**src/rtl/gold_ring_inport_if.sv**
```systemverilog
// gold_ring_inport_if: NIC send link, drain port and polarity/error signals of the gold ring input port.
interface gold_ring_inport_if #(parameter int DW = 64);
  logic          polarity;
  logic          si;
  logic          ri;
  logic [0:DW-1] di;
  logic          out_valid;
  logic          out_ready;
  logic [0:DW-1] out_data;
  logic          out_eject;
  logic          vc_err;
  modport slave (input polarity, si, di, out_ready, output ri, out_valid, out_data, out_eject, vc_err);
  modport master (output polarity, si, di, out_ready, input ri, out_valid, out_data, out_eject, vc_err);
endinterface

```
**src/rtl/gold_ring_inport.sv**
```systemverilog
// gold_ring_inport: two polarity-indexed VC FIFOs; writes VC=polarity, drains VC=~polarity with hop shift.
// Optional GOLD_INPORT_STATS_EN adds pkt_count (saturating accepted pushes) and drop_stall.
module gold_ring_inport #(
  parameter int DEPTH = 2,
  parameter int DW    = 64
) (
  input  logic clk,
  input  logic reset,
  gold_ring_inport_if.slave bus
`ifdef GOLD_INPORT_STATS_EN
  ,
  output logic [0:15] pkt_count,
  output logic        drop_stall
`endif
);
  localparam int AW = DEPTH > 1 ? $clog2(DEPTH) : 1;
  localparam int CW = $clog2(DEPTH + 1);
  logic [0:DW-1] r_mem [2][DEPTH];
  logic [AW-1:0] r_wp [2];
  logic [AW-1:0] r_rp [2];
  logic [CW-1:0] r_cnt [2];
  logic          r_vc_err;
  logic          w_wvc, w_rvc, w_push, w_pop;
  logic [0:DW-1] w_head;
  function automatic logic [AW-1:0] inc(input logic [AW-1:0] p);
    return (p == AW'(DEPTH - 1)) ? '0 : p + AW'(1);
  endfunction
  assign w_wvc         = bus.polarity;
  assign w_rvc         = ~bus.polarity;
  assign bus.ri        = ~reset & (r_cnt[w_wvc] != CW'(DEPTH));
  assign w_push        = bus.si & bus.ri;
  assign bus.out_valid = r_cnt[w_rvc] != '0;
  assign w_pop         = bus.out_valid & bus.out_ready;
  assign w_head        = r_mem[w_rvc][r_rp[w_rvc]];
  // hop field [8:15] is shifted right one place on the way out; MSB [8] zero-filled
  assign bus.out_data  = bus.out_valid ? {w_head[0:7], 1'b0, w_head[8:14], w_head[16:DW-1]} : '0;
  assign bus.out_eject = bus.out_valid & w_head[15];
  assign bus.vc_err    = r_vc_err;
  always_ff @(posedge clk or posedge reset)
    if (reset) begin
      for (int v = 0; v < 2; v++) begin
        r_wp[v]  <= '0;
        r_rp[v]  <= '0;
        r_cnt[v] <= '0;
      end
      r_vc_err <= 1'b0;
    end else begin
      r_vc_err <= w_push & (bus.di[0] != bus.polarity);
      if (w_push) begin
        r_wp[w_wvc]  <= inc(r_wp[w_wvc]);
        r_cnt[w_wvc] <= r_cnt[w_wvc] + CW'(1);
      end
      if (w_pop) begin
        r_rp[w_rvc]  <= inc(r_rp[w_rvc]);
        r_cnt[w_rvc] <= r_cnt[w_rvc] - CW'(1);
      end
    end
  always_ff @(posedge clk)
    if (w_push) r_mem[w_wvc][r_wp[w_wvc]] <= bus.di;
`ifdef GOLD_INPORT_STATS_EN
  logic [0:15] r_pkt_count;
  always_ff @(posedge clk or posedge reset)
    if (reset) r_pkt_count <= '0;
    else if (w_push && r_pkt_count != 16'hFFFF) r_pkt_count <= r_pkt_count + 16'd1;
  assign pkt_count  = r_pkt_count;
  assign drop_stall = bus.si & ~bus.ri;
`endif
endmodule
```
**src/flat_wrapper.sv**
```systemverilog
// flat-port wrapper written by rule: the top's interface ports become plain ports
module gold_ring_inport_flat 
#(
  parameter int DEPTH = 2,
  parameter int DW    = 64
)
  (clk, reset, bus_polarity, bus_si, bus_di, bus_out_ready, bus_ri, bus_out_valid, bus_out_data, bus_out_eject, bus_vc_err);
  gold_ring_inport_if #(.DW(DW)) bus_i ();
  input  logic clk;
  input  logic reset;
  input wire logic [$bits(bus_i.polarity)-1:0] bus_polarity;
  input wire logic [$bits(bus_i.si)-1:0] bus_si;
  input wire logic [$bits(bus_i.di)-1:0] bus_di;
  input wire logic [$bits(bus_i.out_ready)-1:0] bus_out_ready;
  output wire logic [$bits(bus_i.ri)-1:0] bus_ri;
  output wire logic [$bits(bus_i.out_valid)-1:0] bus_out_valid;
  output wire logic [$bits(bus_i.out_data)-1:0] bus_out_data;
  output wire logic [$bits(bus_i.out_eject)-1:0] bus_out_eject;
  output wire logic [$bits(bus_i.vc_err)-1:0] bus_vc_err;
  assign bus_i.polarity = bus_polarity;
  assign bus_i.si = bus_si;
  assign bus_i.di = bus_di;
  assign bus_i.out_ready = bus_out_ready;
  assign bus_ri = bus_i.ri;
  assign bus_out_valid = bus_i.out_valid;
  assign bus_out_data = bus_i.out_data;
  assign bus_out_eject = bus_i.out_eject;
  assign bus_vc_err = bus_i.vc_err;
  gold_ring_inport #(.DEPTH(DEPTH), .DW(DW)) u_core (.clk(clk), .reset(reset), .bus(bus_i));
endmodule
```
**config.mk**
```make
export PLATFORM = sky130hd
export DESIGN_NAME = gold_ring_inport_flat
export DESIGN_NICKNAME = d
export VERILOG_FILES = /design/src/rtl/gold_ring_inport_if.sv /design/src/rtl/gold_ring_inport.sv /design/src/flat_wrapper.sv
export SDC_FILE = /design/constraint.sdc
export NUM_CORES = 1
export LEC_CHECK = 0
export CAP_MARGIN = 10
export CELL_PAD_IN_SITES_DETAIL_PLACEMENT = 1
export CELL_PAD_IN_SITES_GLOBAL_PLACEMENT = 2
export CORE_MARGIN = 5
export CORE_UTILIZATION = 44
export CTS_CLUSTER_DIAMETER = 200
export DETAILED_ROUTE_END_ITERATION = 7
export MAX_ROUTING_LAYER = met4
export PLACE_DENSITY_LB_ADDON = 0.1
export SLEW_MARGIN = 20
export SYNTH_ARGS = -nofsm -noshare
export SYNTH_HDL_FRONTEND = slang
export SYNTH_SLANG_ARGS = --single-unit
```
**constraint.sdc**
```tcl
create_clock -name clk -period 11.87 [get_ports clk]
set_input_delay 2.374 -clock clk [delete_from_list [all_inputs] [get_ports clk]]
set_output_delay 2.374 -clock clk [all_outputs]
set_load 0.1 [all_outputs]
```
[Word level (Yosys, flattened, before mapping)]
Memory sizes are Yosys's and may differ from the RTL's.
Cells that the tools add are included.
Storage, ports and cells
  flip-flop bits (word level): 9
  latch bits: 0
  bits in writable memories: 256
  memory bits (read-only): 0
  input port bits: 69
  output and inout port bits: 68
  word-level logic and storage cells: 72
  memories kept: 1
Cells by class
  $add $sub $neg: 4
  multiply operators: 0
  divide/modulo/power cells: 0
  order comparisons: 7
  eq/ne operators: 2
  shift operators: 0
  muxes and demuxes: 36
  bitwise logic cells: 11
  reduce and logical (&&, ||, !) cells: 4
Memory list
  u_core.r_mem: depth 2, width 128, rd ports 1, clocked after memory_dff 0, wr ports 1, line gold_ring_inport.sv:18  | logic [0:DW-1] r_mem [2][DEPTH];
Operator list (number)
  $mux W64: 5
  $mux W128: 1
  $demux W64 S1: 1
  $mux W2: 8
  $mux W1: 11
  $bwmux W4: 2
  $ge A2 B2 Y1 const B: 4
  $mux W4: 2
  $not A1 Y2: 4
  $lt A2 B1 Y1 const B: 3
  $and A1 B1 Y1: 5
  $bwmux W2: 2
  $demux W2 S1: 2
  $logic_and A1 B1 Y1: 3
  $add A1 B1 Y1 const B: 2
  $add A2 B1 Y2 const B: 1
  $demux W1 S1: 2
  $ne A2 B2 Y1 const B: 1
  $not A1 Y1: 2
  $reduce_bool A2 Y1: 1
  $sub A2 B1 Y2 const B: 1
  $ne A1 B1 Y1: 1

[Longest topological paths before layout]
  depth after elaboration: 10
  depth in mapped cells: 7
  mapped depth without buffers: 5

[Worst setup path before layout]
No wires, ideal clock.
  path kind: in2out
  start point: in bus_polarity
  end point: out bus_out_data[53]
  data arrival time: 5.626 ns
  required time: 9.496 ns
  slack: 3.870 ns
  cell stages on the path: 7
  buffers on the path: 4
  cell sequence: buf_6 -> buf_2 -> mux2i_1 -> ha_1 -> clkbuf_1 -> buf_2 -> a211oi_1
On the way
  cells in the longest elaborated chain, start to end: 10
  elaborated cells on any way between the ends: 15
  classes of those cells: 10 x mux; 3 x bitwise; 1 x reduce/logical; 1 x memory
Ends and longest elaborated chain
  start: declaration: line flat_wrapper.sv:11  | input wire logic [$bits(bus_i.polarity)-1:0] bus_polarity;
  $not A1 Y1 *: line gold_ring_inport.sv:29  | assign w_rvc = ~bus.polarity;
  $not A1 Y2 (implied by the code): line gold_ring_inport.sv:32, gold_ring_inport.sv:34
  $mux W1 (implied by the code) (3 in a row): line gold_ring_inport.sv:34  | assign w_head = r_mem[w_rvc][r_rp[w_rvc]];
  $not A1 Y2 (implied by the code): line gold_ring_inport.sv:34
  $mux W64 (implied by the code) (3 in a row): line gold_ring_inport.sv:34
  $mux W64 *: line gold_ring_inport.sv:36  | assign bus.out_data = bus.out_valid ? {w_head[0:7], 1'b0, w_head[8:14], w_head[16:DW-1]} : '0;
  end: declaration: line flat_wrapper.sv:17  | output wire logic [$bits(bus_i.out_data)-1:0] bus_out_data;
Every way passes the cells marked *; elsewhere a longest branch is shown, timed or not. The select of a mux whose other input is x is not followed.

[Final worst setup path]
  start point: in bus_polarity
  end point: out bus_ri
On the way
  cells in the longest elaborated chain, start to end: 6
Ends and longest elaborated chain
  $not A1 Y2 (implied by the code): line gold_ring_inport.sv:30  | assign bus.ri = ~reset & (r_cnt[w_wvc] != CW'(DEPTH));
  $mux W2 (implied by the code) (3 in a row): line gold_ring_inport.sv:30
  $ne A2 B2 Y1: line gold_ring_inport.sv:30
  $and A1 B1 Y1: line gold_ring_inport.sv:30
  end: declaration: line flat_wrapper.sv:15  | output wire logic [$bits(bus_i.ri)-1:0] bus_ri;
Every way passes these cells. The select of a mux whose other input is x is not followed.

==> results.py <==
metrics = {
    "synthesis": {
        "synth_warnings": 0,
        "synthMuxAreaShare_pct": 6.70,
        "syn_avg_cell_area_sq_um": 18.0,
        "yosysTopAreaCellShare_pct": 71.4,
        "synthTopCellsByCount": "edfxtp_1, a211oi_1, mux2i_1",
        "synth.yosys.seq_area_share_pct": 73.5,
        "yosys.area.top_type": "edfxtp_1",
        "synthAdderAreaFrac_pct": 0.232,
        "netlist_top_cells_area": "edfxtp_1, mux2i_1, a211oi_2",
        "synth-edff-count": 256,
        "syn_nets": 670,
        "syn-cell-area_sq_um": 10800,
        "synth_compound_area_share_pct": 11.4,
        "syn_inst": 599,
        "synth-seq-cells": 265,
        "synth_cell_types": 28,
        "yosysMostFrequentCell": "edfxtp_1",
        "synthXorXnorAreaFrac_pct": 0.639,
        "synthSimpleGateAreaFrac_pct": 4.97,
        "synth_top_flop_cell": "edfxtp_1",
        "async_reset_ff_share_pct": 3.40,
        "synth_top_family_by_area": "compound AO/OA/AOI/OAI gates",
    },
    "placement": {
        "pre_cts_slack_ns": 3.58,
        "port_buffers": 135,
        "place.detailed.hpwl_mm": 13.4,
        "gp_congestion": 0.711,
    },
    "final_layout": {
        "drive_above_1_share_pct": 15.0,
        "fillCellCount": 2206,
        "nets": 798,
        "syn2layout_area_growth_pct": 22.8,
    },
    "clocking": {
        "post-cts-setup-buffer-count": 0,
        "htree_levels": 1,
        "numCtsBuffers": 29,
        "cts_tree": "yes",
        "clk_latency_ns": 0.53,
        "postCtsHoldBufs": 0,
        "cts_resized": 0,
        "cts_sinks": 265,
        "clockBufferDepth": 3,
        "clk_pin_slew_ns": 0.06,
        "root_buffer": "clkbuf_16",
    },
    "route": {
        "via_per_inst": 5.36,
        "drt_iter0_markers": 257,
        "dr.pass1.iters": 4,
        "ant_nets": 0,
        "vias": 5761,
        "wire_per_inst_microns": 22.0,
        "drt_wl_total_mm": 23.6,
        "drc": 0,
    },
    "floorplan": {
        "initial_core_util_pct": 44.5,
        "die_h_microns": 166,
        "core_sq_um": 24200,
        "die_w_microns": 166,
        "dieArea_sq_um": 27700,
        "rows": 57,
        "num_io_pins": 137,
    },
    "setup_path": {
        "regToRegSetupSlack_ns": 8.55,
        "end_kind": "output port",
        "crit_path_max_fanout": 79,
        "cp-start-kind": "input pin",
        "crit_type": "input pin to output port",
        "arrival_ns": 5.93,
        "cp.required_ns": 9.50,
    },
    "global_routing": {
        "grt_pass1_wl_mm": 36.6,
        "grt_max_degree": 80,
        "grt_overflow": 0,
        "grt_pass1_vias": 6486,
        "antenna_found_initial": 2,
        "track_usage_pct": 17.1,
    },
    "timing": {
        "drv_slew": 0,
        "fin_setup_tns_ns": 0,
        "slew_headroom_pct": 27.2,
        "clock_skew_ns": 0.0130,
        "setup_slack_ns": 3.57,
        "finalCriticalPeriod_ns": 8.30,
        "finalSetupViolCount": 0,
        "timing_hold_violations_final": 0,
        "max_freq_mhz": 120,
        "rsz0062_at_grt": "no",
        "worst_pin_slew_ns": 1.09,
        "fin_crit_sh_pct": 69.9,
    },
    "status": {
        "outcome": "finished clean",
    },
    "hold_path": {
        "min_path_type": "flip-flop to flip-flop",
    },
    "power": {
        "vdd_drop_max_mv": 0.184,
        "power_density_nw_per_um2": 283,
        "p_leak_uw": 0.00431,
    },
    "run": {
        "drv_cap": 0,
    },
}
registers in the layout (all words and copies together) (netlist names):
name,flops
u_core.bus.vc_err,1
u_core.r_cnt,4
u_core.r_mem,256
u_core.r_rp,2
u_core.r_wp,2
cell usage in the layout (no fill, tap or decap), types with 2 or more instances in the layout:
cell type / synthesis / layout
dfrtp_4: 0 / 2
and2_4: 0 / 2
buf_4: 13 / 6
xor2_1: 3 / 3
inv_1: 2 / 2
a211oi_2: 53 / 53
nor2_1: 3 / 2
diode_2: 0 / 3
and2b_1: 5 / 5
a211oi_1: 75 / 75
clkbuf_16: 0 / 29
clkinv_1: 0 / 7
mux2i_1: 71 / 71
xnor2_1: 3 / 3
nor2b_1: 60 / 59
clkbuf_1: 6 / 7
dfrtp_1: 9 / 7
clkdlybuf4s50_1: 0 / 134
edfxtp_1: 256 / 256
bufinv_16: 0 / 2
clkinv_2: 0 / 6
worst paths after layout:
path	from	end	depth (start not counted)
min in group asynchronous	reset	u_core.r_cnt[2]	2
max in group asynchronous	reset	u_core.r_rp[0]	2
worst min-delay path	u_core.r_cnt[0]	u_core.r_cnt[0]	1
worst max-delay path	bus_polarity	bus_ri	6
worst max register to register	u_core.r_cnt[1]	u_core.r_mem[0][124]	5
worst min register to register	u_core.r_cnt[0]	u_core.r_cnt[0]	1
kinds of logic after synthesis:
kind of cell    Yosys count
mux                      72
fa+ha+maj                 2
compound gates          128
flops                   265
xor+xnor                  7
buf+inv                  47
other cells               1
simple gates             77
area by class of cell:
class	count	area, sq um	area share, %
Timing Repair Buffer	141	1400	10.6
Clock inverter	15	116	0.880
Antenna cell	3	7.51	0.0568
Sequential cell	265	7920	59.9
Inverter	3	11.3	0.0852
Tap cell	324	405	3.07
Multi-Input combinational cell	287	2610	19.8
Clock buffer	36	752	5.69
report_power, final:
group          internal (uW)  total (uW)  leakage [uW]  switching [uW]
Sequential              1110        1190       0.00243            78.8
Clock                    487         823      0.000428             336
Combinational            429        1730       0.00146            1300
Total                   2030        3740       0.00431            1710
critical path: stages:
cell and delay, ns:
buf_6 0.56, buf_4 0.78, mux2_1 0.39, ha_1 0.25, nor2_1 0.25, clkdlybuf4s50_1 1.19
stage by stage:
stage / area [sq um] / hold WS, ns / utilization, % / cells / total power [uW]
6_report: 13200 / 0.510 / 54.7 / 1074 / 3740
5_1_grt: 13200 / 0.533 / 54.7 / 1073 / 3890
4_1_cts: 13200 / 0.519 / 54.7 / 1071 / 3790
3_5_place_dp: 12300 / 0.511 / 51.1 / 1020 / 2960
3_3_place_gp: 12300 / 0.497 / 51.1 / 1020 / 2940
2_1_floorplan: 10800 / 0.455 / - / 599 / 2550
per-layer routing:
metal | GRT usage (%) | up-vias | share of wire [%]
met4 | 4.06 | 0 | 1.7
met2 | 29.4 | 126 | 50
met1 | 21.3 | 2964 | 44
met5 | - | - | 0
li1 | - | 2646 | -
met3 | 3.15 | 25 | 4.2
(Power assumes the default switching activity.)
==> edit (same flow settings) <==
`DW` is set to 64 in 3 places; all go to 96.
--- a/src/rtl/gold_ring_inport_if.sv
+++ b/src/rtl/gold_ring_inport_if.sv
@@ -1,3 +1,3 @@
 // gold_ring_inport_if: NIC send link, drain port and polarity/error signals of the gold ring input port.
-interface gold_ring_inport_if #(parameter int DW = 64);
+interface gold_ring_inport_if #(parameter int DW = 96);
   logic          polarity;
--- a/src/rtl/gold_ring_inport.sv
+++ b/src/rtl/gold_ring_inport.sv
@@ -4,3 +4,3 @@
   parameter int DEPTH = 2,
-  parameter int DW    = 64
+  parameter int DW    = 96
 ) (
--- a/src/flat_wrapper.sv
+++ b/src/flat_wrapper.sv
@@ -4,3 +4,3 @@
   parameter int DEPTH = 2,
-  parameter int DW    = 64
+  parameter int DW    = 96
 )
Ports: changed (resized bus_di and bus_out_data); port bits go from 137 to 201. No check against the original RTL was run, so the function may have changed too.
==> edit against the original RTL <==
Design area up 47%; sequential share of layout area up 0.43 points; setup slack worse by 0.69 ns; sequential cell count up 128; register-to-register slack better by 0.12 ns; highest routed layer unchanged; maximum frequency down 7.7%; synthesized area up 48%; utilization down 0.14 points; sequential power up 45%; clock skew down 0.0012 ns; wire length up 50%; power up 47%.
==> edit: results <==
metrics = {
    "status": {
        "outcome": "completed",
    },
    "cts": {
        "cts_resized": 0,
        "insertion_delay_ns": 0.54,
        "clk_path_buf_depth": 3,
        "htreeDepth": 2,
        "clkTransAtPathRegs_ns": 0.05,
        "cts_root_buf": "clkbuf_16",
        "cts_inserted_buffers": 43,
        "post_cts_buffers": 0,
    },
    "global_route": {
        "grt_pass1_vias": 9146,
        "grt_max_degree": 84,
        "grt_pass1_wl_um": 53900,
        "grtUsageTotal": 0.175,
        "antenna_found_initial": 1,
    },
    "placement": {
        "post-dp-hpwl_um": 19700,
        "dpl_cell_area_mm2": 0.0183,
        "io_buffers": 199,
        "routabilityCongestion": 0.689,
        "dpl.cell_count": 1484,
    },
    "pwr": {
        "leakagePower_uw": 0.00628,
        "irDropWorstVdd_uv": 180,
    },
    "logic_synthesis": {
        "synth_common_cells": "384 x edfxtp_1, 103 x mux2i_1, 99 x a211oi_2, 97 x nor2b_1, 93 x a211oi_1",
        "synth-xor-area-share": 0.00431,
        "synth_cell_types": 29,
        "synthMuxAreaShare": 0.0652,
        "netlist_instances": 877,
        "yosys-top-cells-area": "edfxtp_1 72%, a211oi_2 7.8%, mux2i_1 6.5%",
        "ys_seq_area_frac": 0.736,
        "synth_edf_count": 384,
        "synth_adder_area_share": 0.00157,
        "synth_fp_nets": 980,
        "yosys_warnings": 0,
        "synth_compound_area_frac": 0.121,
        "async_flop_share": 0.0229,
    },
    "sta": {
        "relSlewSlack": 0.276,
        "finalClockSkew_ns": 0.0118,
    },
    "setup_path": {
        "critical_path_peak_fanout": 70,
        "cp_top_family": "buffers and inverters",
        "worstPathArrival_ns": 6.62,
        "worst_path_max_delay_cell": "clkdlybuf4s50_1",
        "max_stage_delay_ns": 1.17,
    },
    "detailed_routing": {
        "drtIter0Drc": 288,
        "num_vias": 8395,
        "post_drt_wl_per_cell_um": 22.7,
        "first_pass_iters": 4,
    },
    "finish": {
        "fin_nets": 1171,
        "nFillCells": 3260,
        "largest_register_ffs": 384,
        "drive_above_1_share": 0.162,
        "final_cells": 1557,
    },
    "min_path": {
        "hp-class": "reg -> reg",
    },
}
==> edit: kinds of logic after synthesis <==
kind of cell             Yosys count
AND/OR/NAND/NOR                  109
adder cells (fa/ha/maj)            2
XOR/XNOR                           7
flip-flops                       393
other                              1
AO/OA/AOI/OAI                    192
buffers and inverters             69
multiplexers                     104
==> edit: final timing paths <==
check,from,to,slack [ns],cells after the start
max,bus_polarity,bus_ri,2.88,7
min,u_core.r_cnt[0],u_core.r_cnt[0],0.51,1
max reg2reg,u_core.r_cnt[1],u_core.r_mem[0][85],8.67,5
min reg2reg,u_core.r_cnt[0],u_core.r_cnt[0],0.51,1
max in group asynchronous,reset,u_core.r_rp[1],9.26,2
min in group asynchronous,reset,u_core.bus.vc_err,2.30,2
==> edit: cell type report <==
| cell class | instances | area [µm²] | share of cell area |
|---|---|---|---|
| Antenna cell | 1 | 2.50 | 0.000128 |
| Clock buffer | 56 | 1150 | 0.0588 |
| Clock inverter | 16 | 81.3 | 0.00417 |
| Inverter | 3 | 11.3 | 0.000577 |
| Multi-Input combinational cell | 415 | 3830 | 0.196 |
| Sequential cell | 393 | 11800 | 0.603 |
| Tap cell | 461 | 577 | 0.0296 |
| Timing Repair Buffer | 212 | 2090 | 0.107 |
==> edit: per-stage QoR <==
step	utilization	setup slack, ns	hold slack (ns)
floorplan	-	3.47	0.455
finish	0.546	2.88	0.508
global placement	0.511	2.80	0.485
detailed placement	0.511	2.78	0.489
CTS	0.546	2.77	0.515
global route	0.546	2.63	0.535
==> edit: where the power goes <==
group          internal, µW  switching (µW)
clock network           675             496
logic                   627            1950
registers              1640            93.2
==> edit: routing by layer <==
| layer | routed length [µm] | global-route usage | vias to the layer above |
|---|---|---|---|
| li1 | - | - | 3888 |
| met1 | 15200 | 0.211 | 4310 |
| met2 | 17900 | 0.302 | 149 |
| met3 | 1600 | 0.0414 | 48 |
| met4 | 637 | 0.0408 | 0 |
| met5 | 0 | - | - |
